===== config.mk =====
export PLATFORM = sky130hd
export DESIGN_NAME = feed_rx_blocker
export DESIGN_NICKNAME = d
export VERILOG_FILES = /design/src/rtl/feed_rx_blocker.sv
export SDC_FILE = /design/constraint.sdc
export NUM_CORES = 1
export LEC_CHECK = 0
export BUFFER_PORTS_ARGS = -buffer_cell sky130_fd_sc_hd__buf_2
export CAP_MARGIN = 20
export CORE_UTILIZATION = 60
export DETAILED_ROUTE_END_ITERATION = 6
export PLACE_DENSITY = 0.89
export SLEW_MARGIN = 0
export SYNTH_ARGS = -nofsm -noshare
export SYNTH_HDL_FRONTEND = slang
export SYNTH_SLANG_ARGS = --single-unit

===== constraint.sdc =====
create_clock -name clk -period 5 [get_ports clk]
set_clock_uncertainty 0.15 [all_clocks]
set_input_delay 0.25 -clock clk [delete_from_list [all_inputs] [get_ports clk]]
set_output_delay 0.25 -clock clk [all_outputs]
set_load 0.05 [all_outputs]

===== src/rtl/feed_rx_blocker.sv =====
// Feed-interface responder: packs fed words into blocks, applies bit-pad-one, hands blocks downstream.
// Define FEED_RX_LSB_FIRST_EN for LSB-first packing (word 0 in the low bits, pad word 0x...0001).
//
// state     | meaning
// COLLECT   | accepting words into the assembly register
// EMIT      | full (non-final) block offered downstream
// PAD       | writing the pad word into slot idx
// EMIT_LAST | final padded block offered downstream
// DONE      | message finished, waiting for reset

module feed_rx_blocker #(
   parameter int FEED_DATA_SIZE = 16,
   parameter int BLOCK_WIDTH    = 64,
   parameter int LEN_WIDTH      = 32
) (
   input  logic                      clk,
   input  logic                      rst,
   input  logic [FEED_DATA_SIZE-1:0] feed_data,
   input  logic                      data_ready,
   input  logic                      stop_feed,
   output logic                      busy,
   output logic [BLOCK_WIDTH-1:0]    blk_data,
   output logic                      blk_valid,
   input  logic                      blk_ready,
   output logic                      blk_last,
   output logic [LEN_WIDTH-1:0]      msg_len,
   output logic                      done,
   output logic                      proto_err,
   output logic                      len_ovf
);

   localparam int W     = BLOCK_WIDTH / FEED_DATA_SIZE;
   localparam int IDX_W = (W > 1) ? $clog2(W) : 1;

`ifdef FEED_RX_LSB_FIRST_EN
   localparam logic [FEED_DATA_SIZE-1:0] PAD_WORD = FEED_DATA_SIZE'(1);
`else
   localparam logic [FEED_DATA_SIZE-1:0] PAD_WORD = {1'b1, {(FEED_DATA_SIZE-1){1'b0}}};
`endif

   typedef enum logic [2:0] {COLLECT, EMIT, PAD, EMIT_LAST, DONE} state_t;

   state_t                   state;
   logic [IDX_W-1:0]         idx;
   logic [BLOCK_WIDTH-1:0]   asm_blk;
   logic [BLOCK_WIDTH-1:0]   asm_next;
   logic [BLOCK_WIDTH-1:0]   pad_blk;
   logic [LEN_WIDTH:0]       len_sum;

   function automatic int slot_lo(input int k);
`ifdef FEED_RX_LSB_FIRST_EN
      return k * FEED_DATA_SIZE;
`else
      return BLOCK_WIDTH - (k + 1) * FEED_DATA_SIZE;
`endif
   endfunction

   // Slots beyond idx are forced to zero when padding, independent of the assembly history.
   always_comb begin
      asm_next = asm_blk;
      pad_blk  = asm_blk;
      for (int k = 0; k < W; k++) begin
         if (IDX_W'(k) == idx) begin
            asm_next[slot_lo(k) +: FEED_DATA_SIZE] = feed_data;
            pad_blk[slot_lo(k) +: FEED_DATA_SIZE]  = PAD_WORD;
         end else if (IDX_W'(k) > idx) begin
            pad_blk[slot_lo(k) +: FEED_DATA_SIZE]  = '0;
         end
      end
   end

   assign len_sum = {1'b0, msg_len} + (LEN_WIDTH+1)'(FEED_DATA_SIZE);

   always_ff @(posedge clk or negedge rst) begin
      if (!rst) begin
         state     <= COLLECT;
         idx       <= '0;
         asm_blk   <= '0;
         blk_data  <= '0;
         msg_len   <= '0;
         busy      <= 1'b0;
         blk_valid <= 1'b0;
         blk_last  <= 1'b0;
         done      <= 1'b0;
         proto_err <= 1'b0;
         len_ovf   <= 1'b0;
      end else begin
         if (data_ready && state != COLLECT)
            proto_err <= 1'b1;
         case (state)
            COLLECT: begin
               if (data_ready) begin
                  asm_blk <= asm_next;
                  idx     <= idx + 1'b1;
                  if (len_sum[LEN_WIDTH]) begin
                     msg_len <= '1;
                     len_ovf <= 1'b1;
                  end else begin
                     msg_len <= len_sum[LEN_WIDTH-1:0];
                  end
                  if (idx == IDX_W'(W-1)) begin
                     state     <= EMIT;
                     blk_data  <= asm_next;
                     busy      <= 1'b1;
                     blk_valid <= 1'b1;
                  end
               end else if (stop_feed) begin
                  state <= PAD;
                  busy  <= 1'b1;
               end
            end
            EMIT: begin
               if (blk_ready) begin
                  asm_blk   <= '0;
                  idx       <= '0;
                  state     <= COLLECT;
                  busy      <= 1'b0;
                  blk_valid <= 1'b0;
               end
            end
            PAD: begin
               blk_data  <= pad_blk;
               state     <= EMIT_LAST;
               blk_valid <= 1'b1;
               blk_last  <= 1'b1;
            end
            EMIT_LAST: begin
               if (blk_ready) begin
                  state     <= DONE;
                  blk_valid <= 1'b0;
                  blk_last  <= 1'b0;
                  done      <= 1'b1;
               end
            end
            DONE: ;
            default: state <= COLLECT;
         endcase
      end
   end

endmodule

==> results of run 1 <==
==> worst max-delay path: cells and delay by family, from the launching register on <==
kind,cells,cell delay (ns)
AND/OR/NAND/NOR,4,1.89
flip-flops,1,0.67
AO/OA/AOI/OAI,1,0.22
==> cell usage in the layout (no fill, tap or decap), types with 5 or more instances in the layout <==
master         instances
nand4_1               11
inv_6                  5
nor2b_1               17
and4_1                 9
nand2b_1               7
a31oi_1               19
dfrtp_1              153
nor3_1                 6
clkbuf_16             16
a221oi_1              31
ha_1                   5
and2_1                 7
nor2_1                98
a21oi_1               35
nand3_1               15
o21a_1                 6
o21ai_0                8
nand2_1               36
dlygate4sd3_1         21
inv_1                  6
and3_1                 9
buf_2                121
a22o_1                65
==> path summary, 6_finish.rpt <==
check | start | end | depth (start not counted)
min | rst | msg_len[9] | 2
max in group asynchronous | rst | blk_data[16] | 3
min in group clk | len_ovf | len_ovf | 1
min reg2reg | len_ovf | len_ovf | 1
max | state[0] | blk_data[26] | 5
max reg2reg | state[0] | blk_data[26] | 5
==> sequential cells by signal, indices dropped and copies added (netlist names) <==
register	cells
blk_data	64
asm_blk	49
msg_len	29
state	3
idx	2
blk_last	1
blk_valid	1
busy	1
done	1
len_ovf	1
proto_err	1
==> layout make-up <==
class	count	area, µm²	area share
clock inverters	13	178	0.0217
flip-flops and latches	153	3830	0.468
well taps	140	175	0.0214
repair buffers	148	885	0.108
inverters	6	22.5	0.00276
multi-input cells	421	2640	0.323
clock buffers	19	442	0.0540
==> layer usage <==
metal  routed length [µm]  part of all wire
met1                 7440              0.40
met2                 8710              0.47
met3                 1810             0.098
met4                  544             0.029
met5                    0                 0
==> timing repair <==
action                    4_1_cts  5_1_grt
hold endpoints to repair      192        0
setup buffers                   0        0
hold buffers                   21        0
==> logic make-up (layout without fill, tap and decap cells) <==
family                   after synthesis  count (layout)  share of synthesized area
AO/OA/AOI/OAI                        174             174                      0.191
XOR/XNOR                               5               5                    0.00649
adder cells (fa/ha/maj)                5               5                    0.00927
buffers and inverters                 68             186                     0.0423
flip-flops                           153             153                      0.567
multiplexers                           6               6                    0.00982
AND/OR/NAND/NOR                      231             231                      0.174
==> power by group <==
part	internal (W)	total, W	switching [W]
registers	0.00171	0.00206	0.000349
logic	0.000770	0.00279	0.00202
clock network	0.000801	0.00135	0.000554
==> through the flow <==
step | total power (W) | utilization | instances
2_1_floorplan | 0.00407 | - | 642
3_3_place_gp | 0.00461 | 0.671 | 845
3_5_place_dp | 0.00471 | 0.671 | 845
4_1_cts | 0.00611 | 0.747 | 898
5_1_grt | 0.00648 | 0.751 | 900
6_report | 0.00620 | 0.751 | 900
==> results.cfg, run 1 <==
[status]
outcome = finished clean

[synthesis]
synth_nets = 668
synth_ff_type = dfrtp_1
netlist_top_cells_count = dfrtp_1, nor2_1, a22o_1
ys_seq_area_frac = 0.567
syn-instance-count = 642
synthArstFlopShare = 1.00
netlist.area_leader.share = 0.567
syn_area_um2 = 6750
ys.warnings.count = 0
synth_area_per_cell_um2 = 10.5
synth_edf_count = 0
synth.distinct_cells = 49
synth_seq_cells = 153
synth_area_leaders = dfrtp_1, a22o_1, nor2_1
yosysMostFrequentCell = dfrtp_1
synth_top_cell_by_area = dfrtp_1

[clocking]
cts_resized = 0
clockRootBuffer = clkbuf_8
cts_max_level = 4
cts.sinks = 153
path_clk_slew_ns = 0.07
cts_max_path_buffers = 2
clock_latency_ns = 0.54
cts_tree = yes
cts_buffers = 17

[critical_path]
slowest_delay_ns = 0.90
critPathMostFrequentCell = nor2_1
cp.arrival_ns = 3.32
critPathRequiredTime_ns = 5.32
crit_type = flop to flop
rrSetupSlack_ns = 2.00
end_kind = flop
crit_slowest_cell = nor2_1
path_max_fanout = 21
start_kind = flop
path_cells = or3b_1, nor2_2, nor2_1, a221oi_1, nor2_1

[timing]
rsz0062_at_grt = no
hold_ws_ns = 0.221
slew_violations = 0
setup_viol = 0
hold_violations = 0
finalWorstSetupSlack_ns = 2.00
slew_headroom = 0.230
fmax_mhz = 334
period_minus_slack_ns = 3.00
timing.final.crit_share = 0.599
worstMarginPinSlew_ns = 1.15
finalSetupTns_ns = 0

[die]
core_area_um2 = 10900
num_rows = 38
start_util = 0.620
die_h_um = 108
die-area_um2 = 11700
pin_count = 123
die_width_um = 108

[global_routing]
grt_pass1_vias = 5537
grt_overflow = 0
antenna_found_initial = 0
met3_usage = 0.0820
grt_max_degree = 96
grt_busiest_layer = met2
use_met1 = 0.467
grtUsageTotal = 0.331
use_met2 = 0.494
grt_pass1_wl_um = 29200

[place]
io_buffers = 122
finalWeightedCongestion = 0.907
dp.final_hpwl_um = 11100
dp_worst_setup_slack_ns = 2.12
placed_area_um2 = 7310

[routing]
ant_nets = 0
drc_errors = 0
drt_pass1_iterations = 5
vias = 5836
viasPerCell = 6.48
wl_um = 18500
drtIter0Drc = 671
avgRoutedWirePerCell_um = 20.6

[power_and_ir_drop]
ir_worst_vdd_mv = 0.594
p_leak_nw = 3.96
power_density_nw_per_um2 = 759

[final_layout]
final_nets = 773
fin_area_um2 = 8170
diodes = 0
drive_gt1_frac = 0.224
area_growth_pct = 21.1
n_fill_cell = 685

[run]
drv_cap = 0

[min_path]
holdCritPathClass = primary input to asynchronous set/reset pin
No activity file was read; power rests on OpenSTA's default activity.
==> inputs of run 2 (changes only) <==
--- a/config.mk
+++ b/config.mk
@@ -7,9 +7,9 @@
 export LEC_CHECK = 0
 export BUFFER_PORTS_ARGS = -buffer_cell sky130_fd_sc_hd__buf_2
 export CAP_MARGIN = 20
-export CORE_UTILIZATION = 60
+export CORE_UTILIZATION = 50
 export DETAILED_ROUTE_END_ITERATION = 6
-export PLACE_DENSITY = 0.89
+export PLACE_DENSITY = 0.8
 export SLEW_MARGIN = 0
 export SYNTH_ARGS = -nofsm -noshare
 export SYNTH_HDL_FRONTEND = slang
==> constraint.sdc (replaced) <==
create_clock -name clk -period 2.7 [get_ports clk]
set_clock_uncertainty 0.15 [all_clocks]
set_input_delay 0.135 -clock clk [delete_from_list [all_inputs] [get_ports clk]]
set_output_delay 0.135 -clock clk [all_outputs]
set_load 0.05 [all_outputs]
==> run 2 against run 1 <==
  * Power up 84%
  * Die area up 20%
  * Hold slack worse by 0.12 ns
  * Final cell count up 4.8%
  * Sequential share of layout area down 0.58 points
  * Count of clock-buffer cells in the layout down 1
  * Combinational power up 83%
  * Global-route usage down 7.3 points
  * Routed wire length down 6.4%
  * Critical endpoint is now msg_len[23]
  * Largest power group unchanged
==> results.cfg, run 2 (synthesis gave the netlist of run 1 again) <==
[status]
outcome = finished clean

[timing]
timing.final.crit_share = 0.903
slew_headroom = 0.307
finalWorstSetupSlack_ns = 0.261
fmax_mhz = 410
worstMarginPinSlew_ns = 1.04
hold_violations = 0
rsz0062_at_grt = no
setup_viol = 0
finalSetupTns_ns = 0
period_minus_slack_ns = 2.44
slew_violations = 0

[final_layout]
top_regs = blk_data (64), asm_blk (49), msg_len (29)
final_nets = 780
largest_reg_flops = 64
area_growth_pct = 22.6
drive_gt1_frac = 0.231
layout_commonest_cell = dfrtp_1
final_cell_mix = dfrtp_1, buf_2, nor2_1
diodes = 0
regMostFlops = blk_data

[critical_path]
path_depth = 5
path_delay_family = simple AND/OR/NAND/NOR gates
path_cells = or4b_4, nor2_4, nand3_1, nand3_1, o21a_1
crit_buf_inv = 0
r2r_cells = 5
slowest_delay_ns = 0.66
end_kind = flop
start_kind = flop
path_max_fanout = 13
critPathRequiredTime_ns = 2.91
cp.arrival_ns = 2.65
crit_slowest_cell = or4b_4
critPathMostFrequentCell = nand3_1
crit_type = flop to flop

[routing]
wl_um = 17300
routedLengthMet1_um = 7450
drtIter0Drc = 770
viasPerCell = 6.10
ant_nets = 0
drc_errors = 0
met2_wirelength_um = 8130
routed-wl-met3_um = 1340
top_layer = met4
avgRoutedWirePerCell_um = 18.4
vias = 5748
drt_pass1_iterations = 5

[place]
dp_worst_setup_slack_ns = 0.292
finalWeightedCongestion = 0.845
io_buffers = 122
dp.final_hpwl_um = 11300

[die]
num_rows = 42
pin_count = 123
core_area_um2 = 13200
die_width_um = 118
die-area_um2 = 14000
start_util = 0.512
die_h_um = 118

[clocking]
cts_max_level = 4
cts_max_path_buffers = 2
cts_resized = 0
cts.sinks = 153
clockRootBuffer = clkbuf_16
cts_buffers = 17
cts_tree = yes
path_clk_slew_ns = 0.06
clock_latency_ns = 0.43

[min_path]
holdCritPathClass = primary input to asynchronous set/reset pin

[power_and_ir_drop]
ir_worst_vdd_mv = 0.673
power_density_nw_per_um2 = 1380
p_leak_nw = 4.01

[global_routing]
grt_max_degree = 63
antenna_found_initial = 0
grt_pass1_wl_um = 28300
grt_pass1_vias = 5528
grt_overflow = 0
grtUsageTotal = 0.259

[run]
drv_cap = 0
-- run 2: cell types whose count changed in the layout (fill, tap and decap cells not counted) --
cell	delta
clkinv_2	+4
clkbuf_8	-3
inv_8	-1
buf_12	+2
bufinv_16	+1
clkbuf_16	+1
clkinvlp_4	-2
buf_4	+7
clkinv_4	-1
clkbuf_1	+1
buf_16	-1
dlygate4sd3_1	-1
-- run 2: repair_timing --
action                     4_1_cts  5_1_grt
hold buffers                    20        0
hold endpoints to repair       159        0
setup endpoints to repair        0        0
setup buffers                    0        0
-- run 2: path summary, 6_finish.rpt --
check                               from           to  slack (ns)
worst min register to register   len_ovf      len_ovf        0.32
worst min-delay path                 rst  asm_blk[41]        0.11
max in group asynchronous            rst   msg_len[7]        1.44
worst max register to register  state[2]  msg_len[23]        0.26
worst max-delay path            state[2]  msg_len[23]        0.26
min in group clk                 len_ovf      len_ovf        0.32
-- run 2: layer usage --
layer,GRT usage,vias to the layer above
li1,-,2554
met5,0,-
met3,0.0497,33
met4,0.117,0
met2,0.392,276
met1,0.361,2885
-- run 2: per-stage QoR --
stage	cell area (µm²)	util	instances	hold WS, ns	total power, W
finish	8280	0.627	943	0.105	0.0114
global route	8280	0.627	943	0.161	0.0120
CTS	8280	0.627	943	0.125	0.0114
detailed placement	7450	0.565	891	0.00469	0.00884
global placement	7450	0.565	891	-0.0104	0.00866
floorplan	6750	-	642	-0.311	0.00754
-- run 2: power by group --
part	leakage [nW]	internal [W]	switching (W)
Combinational	1.75	0.00145	0.00366
Sequential	1.95	0.00318	0.000614
Clock	0.310	0.00156	0.000974
-- run 2: area by class of cell --
type	count	area [µm²]
Inverter	6	22.5
Sequential cell	153	3830
Clock inverter	14	193
Tap cell	176	220
Fill cell	1059	4910
Clock buffer	18	429
Timing Repair Buffer	155	940
Multi-Input combinational cell	421	2640
